File: config.mk
export PLATFORM = sky130hd
export DESIGN_NAME = vec_cmd_issuer
export DESIGN_NICKNAME = d
export VERILOG_FILES = /design/src/rtl/vec_cmd_issuer.sv
export SDC_FILE = /design/constraint.sdc
export NUM_CORES = 1
export LEC_CHECK = 0
export BUFFER_PORTS_ARGS = -buffer_cell sky130_fd_sc_hd__buf_2
export CORE_ASPECT_RATIO = 1.2
export CORE_MARGIN = 1.5
export CORE_UTILIZATION = 55
export DETAILED_ROUTE_END_ITERATION = 10
export HOLD_SLACK_MARGIN = 0.03
export PLACE_DENSITY_LB_ADDON = 0.25
export SLEW_MARGIN = 20
export SYNTH_ARGS = -nofsm -noshare
export SYNTH_HDL_FRONTEND = slang
export SYNTH_SLANG_ARGS = --single-unit
File: constraint.sdc
create_clock -name clk_i -period 2.5 [get_ports clk_i]
set_input_delay 0 -clock clk_i [delete_from_list [all_inputs] [get_ports clk_i]]
set_output_delay 0 -clock clk_i [all_outputs]
set_load 0.01 [all_outputs]
File: src/rtl/vec_cmd_issuer.sv
// vec_cmd_issuer: command FIFO + issue sequencer in front of the vector accelerator.
// Ports: cmd_* host push, acc_* accelerator issue/done/read, resp_* read results, busy/done_count status.
module vec_cmd_issuer #(
  parameter int els_p        = 12,
  parameter int vlen_p       = 4,
  parameter int vdw_p        = 8,
  parameter int fifo_depth_p = 4,
  localparam int aw = (els_p > 1) ? $clog2(els_p) : 1,
  localparam int dw = vlen_p * vdw_p
) (
  input  logic             clk_i,
  input  logic             reset_n_i,
  input  logic             cmd_v_i,
  output logic             cmd_ready_o,
  input  logic [3:0]       cmd_op_i,
  input  logic [aw-1:0]    cmd_addrA_i,
  input  logic [aw-1:0]    cmd_addrB_i,
  input  logic [aw-1:0]    cmd_addrD_i,
  input  logic [vdw_p-1:0] cmd_scalar_i,
  input  logic [dw-1:0]    cmd_w_data_i,
  output logic [3:0]       acc_op_o,
  output logic [aw-1:0]    acc_addrA_o,
  output logic [aw-1:0]    acc_addrB_o,
  output logic [aw-1:0]    acc_addrD_o,
  output logic [vdw_p-1:0] acc_scalar_o,
  output logic [dw-1:0]    acc_w_data_o,
  output logic             acc_v_o,
  input  logic             acc_ready_i,
  input  logic             acc_done_i,
  input  logic             acc_v_i,
  input  logic [dw-1:0]    acc_r_data_i,
  output logic             acc_yumi_o,
  output logic             resp_v_o,
  input  logic             resp_ready_i,
  output logic [dw-1:0]    resp_data_o,
  output logic             busy_o,
  output logic [15:0]      done_count_o
);

  localparam int pw = (fifo_depth_p > 1) ? $clog2(fifo_depth_p) : 1;
  localparam logic [3:0] OP_READ = 4'b1000;

  typedef struct packed {
    logic [3:0]       op;
    logic [aw-1:0]    a;
    logic [aw-1:0]    b;
    logic [aw-1:0]    d;
    logic [vdw_p-1:0] scalar;
    logic [dw-1:0]    wdata;
  } cmd_t;

  typedef enum logic [1:0] {
    IDLE, ISSUE, WAIT, RESP
  } state_e;

  cmd_t          mem [fifo_depth_p];
  cmd_t          in_cmd;
  cmd_t          head;
  logic [pw-1:0] wr_ptr;
  logic [pw-1:0] rd_ptr;
  logic [pw:0]   count;
  logic          full;
  logic          empty;
  logic          push;
  logic          pop;

  state_e        state;
  state_e        state_n;
  logic          rd_q;
  logic          cnt_inc;
  logic          resp_ld;
  logic [dw-1:0] resp_q;
  logic [15:0]   done_q;

  assign in_cmd = '{cmd_op_i, cmd_addrA_i, cmd_addrB_i,
                    cmd_addrD_i, cmd_scalar_i, cmd_w_data_i};
  assign head   = mem[rd_ptr];
  assign full   = (count == (pw+1)'(fifo_depth_p));
  assign empty  = (count == '0);
  assign push   = cmd_v_i & ~full;

  assign cmd_ready_o  = ~full;
  assign acc_op_o     = head.op;
  assign acc_addrA_o  = head.a;
  assign acc_addrB_o  = head.b;
  assign acc_addrD_o  = head.d;
  assign acc_scalar_o = head.scalar;
  assign acc_w_data_o = head.wdata;
  assign resp_data_o  = resp_q;
  assign done_count_o = done_q;
  assign busy_o       = (state != IDLE) | ~empty;

  // Storage is cleared so the head fields read as zero during reset.
  always_ff @(posedge clk_i or negedge reset_n_i) begin
    if (!reset_n_i) begin
      for (int i = 0; i < fifo_depth_p; i++) mem[i] <= '0;
      wr_ptr <= '0;
      rd_ptr <= '0;
      count  <= '0;
    end else begin
      if (push) begin
        mem[wr_ptr] <= in_cmd;
        wr_ptr      <= wr_ptr + 1'b1;
      end
      if (pop) rd_ptr <= rd_ptr + 1'b1;
      case ({push, pop})
        2'b10:   count <= count + 1'b1;
        2'b01:   count <= count - 1'b1;
        default: ;
      endcase
    end
  end

  always_comb begin
    state_n    = state;
    pop        = 1'b0;
    acc_v_o    = 1'b0;
    acc_yumi_o = 1'b0;
    resp_v_o   = 1'b0;
    cnt_inc    = 1'b0;
    resp_ld    = 1'b0;
    unique case (state)
      IDLE: begin
        if (!empty) state_n = ISSUE;
      end
      ISSUE: begin
        acc_v_o = 1'b1;
        if (acc_ready_i) begin
          pop     = 1'b1;
          state_n = WAIT;
        end
      end
      WAIT: begin
        acc_yumi_o = rd_q;
        if (rd_q) begin
          if (acc_done_i & acc_v_i) begin
            resp_ld = 1'b1;
            cnt_inc = 1'b1;
            state_n = RESP;
          end
        end else if (acc_done_i) begin
          cnt_inc = 1'b1;
          state_n = IDLE;
        end
      end
      RESP: begin
        resp_v_o = 1'b1;
        if (resp_ready_i) state_n = IDLE;
      end
      default: state_n = IDLE;
    endcase
  end

  always_ff @(posedge clk_i or negedge reset_n_i) begin
    if (!reset_n_i) begin
      state  <= IDLE;
      rd_q   <= 1'b0;
      resp_q <= '0;
      done_q <= '0;
    end else begin
      state <= state_n;
      if (pop)     rd_q   <= (head.op == OP_READ);
      if (resp_ld) resp_q <= acc_r_data_i;
      if (cnt_inc) done_q <= done_q + 16'd1;
    end
  end

endmodule

# Yosys cells after proc, flatten, opt, wreduce, memory -nomap -nowiden
# Cells that the tools add are included.
# classes
n_bitwise	7
magnitude_cmp	3
reduce_logical	6
n_eq_ne	12
add_sub_neg	5
muxes	25
# ops
operator	count
$bwmux W224	1
$mux W56	3
$bmux W56 S2	1
$demux W56 S2	1
$add A16 B1 Y16 const B	1
$mux W2	6
$mux W1	11
$pmux W2 S4	1
$eq A2 B2 Y1 const B	3
$ge A3 B3 Y1 const B	2
$ne A2 B2 Y1 const B	3
$ne A3 B3 Y1 const B	2
$not A2 Y3	2
$pmux W3 S2	1
$reduce_and A5 Y1	1
$add A2 B1 Y2 const B	2
$eq A2 B1 Y1 const B	2
$eq A4 B4 Y1 const B	1
$reduce_bool A2 Y1	2
$add A3 B1 Y3 const B	1
$eq A3 B3 Y1 const B	1
$logic_not A3 Y1	1
$lt A3 B1 Y1 const B	1
$sub A3 B1 Y3 const B	1
5 further kinds	7
# word_totals
regBits	282
elab_cells	89
input_bits	95

# Logic depth before layout (Yosys ltp)
# logic_depth
ltp_word	6
mapped_depth	9

# Least setup slack after synthesis
# Ideal clock, no wire load.
# synth_timing
path_type	reg2reg
start	register state[0]
end	register count[2]
setup_time_ps	79
period_less_slack_ps	2079
path_slack_ps	421
arrival_ps	2000
path_stages_with_launch	10
n_path_buf	1
t_required_ps	2421
path_cell_list	dfrtp_1 > nor2b_1 > and2_1 > clkbuf_1 > ha_1 > inv_1 > fa_1 > xor2_1 > nor2_1 > xor2_1
# synth_between
elab_chain_len	4
word_cells_on_any_way	6
cone_classes	eq/ne (3); mux (2); reduce/logical (1)
# synth_rtl
item	line_no	rtl
start, declared	67	state_e state;
start signal, assigned	161	state <= state_n;
$eq A2 B1 Y1 (*)	122	unique case (state)
$mux W1 (*)	122	
via pop	65	logic pop;
$eq A2 B1 Y1 / $eq A2 B2 Y1 (equally long branches)	106	case ({push, pop})
$pmux W3 S2 / $reduce_bool A2 Y1 (equally long branches)	-	
end signal, assigned	107	2'b10: count <= count + 1'b1;
end signal, assigned	108	2'b01: count <= count - 1'b1;
end, declared	61	logic [pw:0] count;
# The timed path passes the listed nets; every way through them passes the cells marked *.
# A chain may end at the register's enable or synchronous reset.

# Worst setup path after layout
# layout_timing
start	register rd_ptr[0]
end	output acc_w_data_o[31]
# layout_between
elab_chain_len	4
# layout_rtl
item	line_no	rtl
start, declared	60	logic [pw-1:0] rd_ptr;
start signal, assigned	105	if (pop) rd_ptr <= rd_ptr + 1'b1;
$not A2 Y3 (not written as such)	77	assign head = mem[rd_ptr];
$bmux W56 S2	77	
$mux W56 (not written as such) (2 in series)	77	
end, declared	26	output logic [dw-1:0] acc_w_data_o,
# No other way between the ends. The select of a mux whose other input is x is not followed.

==> flow_metrics.py <==
metrics = {
    "logic_synthesis": {
        "yosysUniqueCellTypes": 34,
        "synth_ff_type": "dfrtp_1",
        "yosysMostFrequentCell": "dfrtp_1",
        "yosysTopAreaCell": "dfrtp_1",
        "yosys-top-cells-count": "282 x dfrtp_1, 244 x mux2_2, 54 x mux4_2",
        "synth.ff_latch_count": 282,
        "synth_top_family_by_area": "multiplexers",
        "synth-simple-area-share": 0.0225,
        "avgSynthCellArea_um2": 16.8,
        "syn_inst": 728,
        "yosys-top-cells-area": "dfrtp_1 58%, mux2_2 23%, mux4_2 10%, buf_6 1.7%, mux2_1 1.3%",
        "ys_async_sr_fraction": 1.00,
        "synth_edf_count": 0,
        "synth_xor_area_frac": 0.0151,
        "seq_area_frac_synth": 0.579,
        "synth_compound_area_frac": 0.00349,
        "syn_area_mm2": 0.0122,
        "synth_top_area_frac": 0.579,
        "synth-adder-area-share": 0.00780,
        "yosysWarnings": 0,
        "synthMuxAreaShare": 0.343,
        "syn_nets": 830,
    },
    "cts": {
        "ctsResizeCount": 0,
        "tritoncts": "yes",
        "cts_buffers": 28,
        "htree_levels": 1,
        "clockBufferDepth": 3,
        "cts_sinks": 282,
        "insertion_delay_ns": 0.53,
        "clk_pin_slew_worst_paths_ns": 0.06,
        "cts-root-buf": "clkbuf_16",
    },
    "route": {
        "drtAntennaViolNets": 0,
        "drc": 0,
        "firstDrtPassIters": 4,
        "wl_met2_um": 13300,
        "met3_length_um": 1250,
        "m1WireLength_um": 10600,
        "vias": 7230,
        "wl_per_cell_um": 19.3,
        "top_layer": "met4",
        "via_per_inst": 5.44,
        "wl_um": 25600,
        "initialDrtViolationCount": 191,
    },
    "floorplanning": {
        "rows": 59,
        "die_x_um": 139,
        "core_mm2": 0.0217,
        "io-pin-count": 204,
        "dieArea_mm2": 0.0231,
        "die_y_um": 166,
        "initial_utilization": 0.562,
    },
    "timing": {
        "fin_crit_ns": 2.31,
        "hold_viol_final": 0,
        "clock.fmax_mhz": 433,
        "final.setup.tns_ns": 0,
        "setup_violations": 0,
        "rsz0062_at_grt": "no",
        "finalCritPeriodShare": 0.923,
        "drv_slew": 0,
        "worst_pin_slew_ns": 0.705,
        "slew-limit-headroom": 0.530,
        "fin_skew_ns": 0.00846,
    },
    "setup_path": {
        "crit_fanout": 20,
        "critPathBufInv": 2,
        "crit_path_end_kind": "primary output",
        "critPathArrivalTime_ns": 2.31,
        "cp.required_ns": 2.50,
        "startpoint_type": "register",
        "crit_family": "buffers and inverters",
        "crit_chain": "buf_4, mux4_2, buf_2",
        "crit_path_top_delay_cell": "dfrtp_4",
        "slowest_delay_ns": 0.59,
        "crit_type": "register to primary output",
    },
    "cells_and_area": {
        "nNetsFinal": 1138,
        "num_antenna_cells": 0,
        "syn2layout_area_growth_pct": 26.1,
        "drive_gt1_frac": 0.544,
    },
    "grt": {
        "antenna_found_initial": 0,
        "grt_max_degree": 92,
        "grt.total_usage": 0.229,
        "gr-total-overflow": 0,
        "grt_pass1_vias": 8109,
        "grt_pass1_wl_um": 42600,
    },
    "placed_design": {
        "io_buffer_count": 203,
        "place.gp.congestion": 0.751,
        "place_hpwl_um": 15400,
    },
    "job": {
        "cap_violations": 0,
    },
    "power_and_ir_drop": {
        "power_leakage_nw": 7.08,
        "power_density_mw_per_mm2": 1310,
        "finalPower_mw": 20.1,
        "vdd_ir_drop_max_v": 0.000905,
    },
    "worst_hold_path": {
        "hold_path_class": "input port to async pin",
    },
    "run_status": {
        "outcome": "completed",
    },
}
-- state kept, by name, indices dropped and copies added, names as in the netlist --
register,cells
mem,224
rd_ptr,2
count,3
wr_ptr,2
rd_q,1
done_count_o,16
resp_data_o,32
state,2
-- layout make-up --
cell class	count	area (µm²)
sequential	282	7060
fill	1463	6330
multi-input combinational	397	4790
timing repair buffer	321	2230
clock buffer	38	790
tap	274	343
clock inverter	12	140
inverter	6	22.5
-- path summary, 6_finish.rpt --
kind                            slack [ns]  cells past startpoint                      endpoint                          from
worst max-delay path                  0.19                      3              acc_w_data_o[31]         rd_ptr[0]$_DFFE_PN0P_
worst min-delay path                  0.13                      2          mem[219]$_DFFE_PN0P_                     reset_n_i
worst max register to register        0.41                      5          state[1]$_DFFE_PN0P_          state[0]$_DFFE_PN0P_
worst min register to register        0.47                      1  done_count_o[15]$_DFFE_PN0P_  done_count_o[15]$_DFFE_PN0P_
max in group asynchronous             1.56                      3         rd_ptr[1]$_DFFE_PN0P_                     reset_n_i
min in group clk_i                    0.23                      3   resp_data_o[31]$_DFFE_PN0P_              acc_r_data_i[31]
-- metrics by stage --
step	cell area [µm²]	util	instances	hold slack [ns]	worst slack [ns]
after floorplan	12200	-	728	-0.296	0.421
after global placement	13500	0.621	1183	0.0668	0.574
after detailed placement	13500	0.621	1183	0.0800	0.487
after CTS	15400	0.708	1330	0.115	0.105
after global routing	15400	0.708	1330	0.170	0.0474
final	15400	0.708	1330	0.129	0.192
-- cell families (layout without fill, tap and decap cells) --
logic type,count (synthesis),count (layout)
mux,315,315
flops,282,282
simple gates,49,49
buf+inv,49,377
xor+xnor,21,21
fa+ha+maj,7,7
compound gates,5,5
-- layout by cell type, fill, tap and decap left out, types with 2 or more instances in the layout --
master,synthesis,routed
and2_1,5,5
and3_1,4,4
and4_1,3,3
buf_12,0,6
buf_2,11,202
buf_4,7,15
bufinv_16,0,3
clkbuf_1,3,6
clkbuf_16,0,29
clkbuf_8,0,3
clkinv_2,0,7
clkinvlp_4,0,2
dfrtp_1,282,280
dlygate4sd3_1,0,97
ha_1,6,6
inv_1,6,6
mux2_1,14,14
mux2_2,244,244
mux4_1,2,2
mux4_2,54,54
nand2_1,12,8
nand2_2,0,4
nand3_1,7,7
nand4_1,6,6
nor2_1,5,5
nor2b_1,2,2
o21ai_0,2,2
xnor2_1,17,17
xor2_1,4,4
-- power breakdown --
group          switching [mW]  internal, mW
Clock                    1.70          2.51
Combinational            3.32          4.63
Sequential               1.19          6.77
-- timing repair --
action,in CTS,in global routing
setup buffers,0,0
endpoints found under the hold margin,448,0
hold buffers,97,0
-- metal layers --
layer	vias up	track usage
met5	-	0
met4	0	0.0530
met3	32	0.0401
met2	161	0.410
met1	3752	0.293
li1	3285	-
Power figures use the tool's default switching activity.
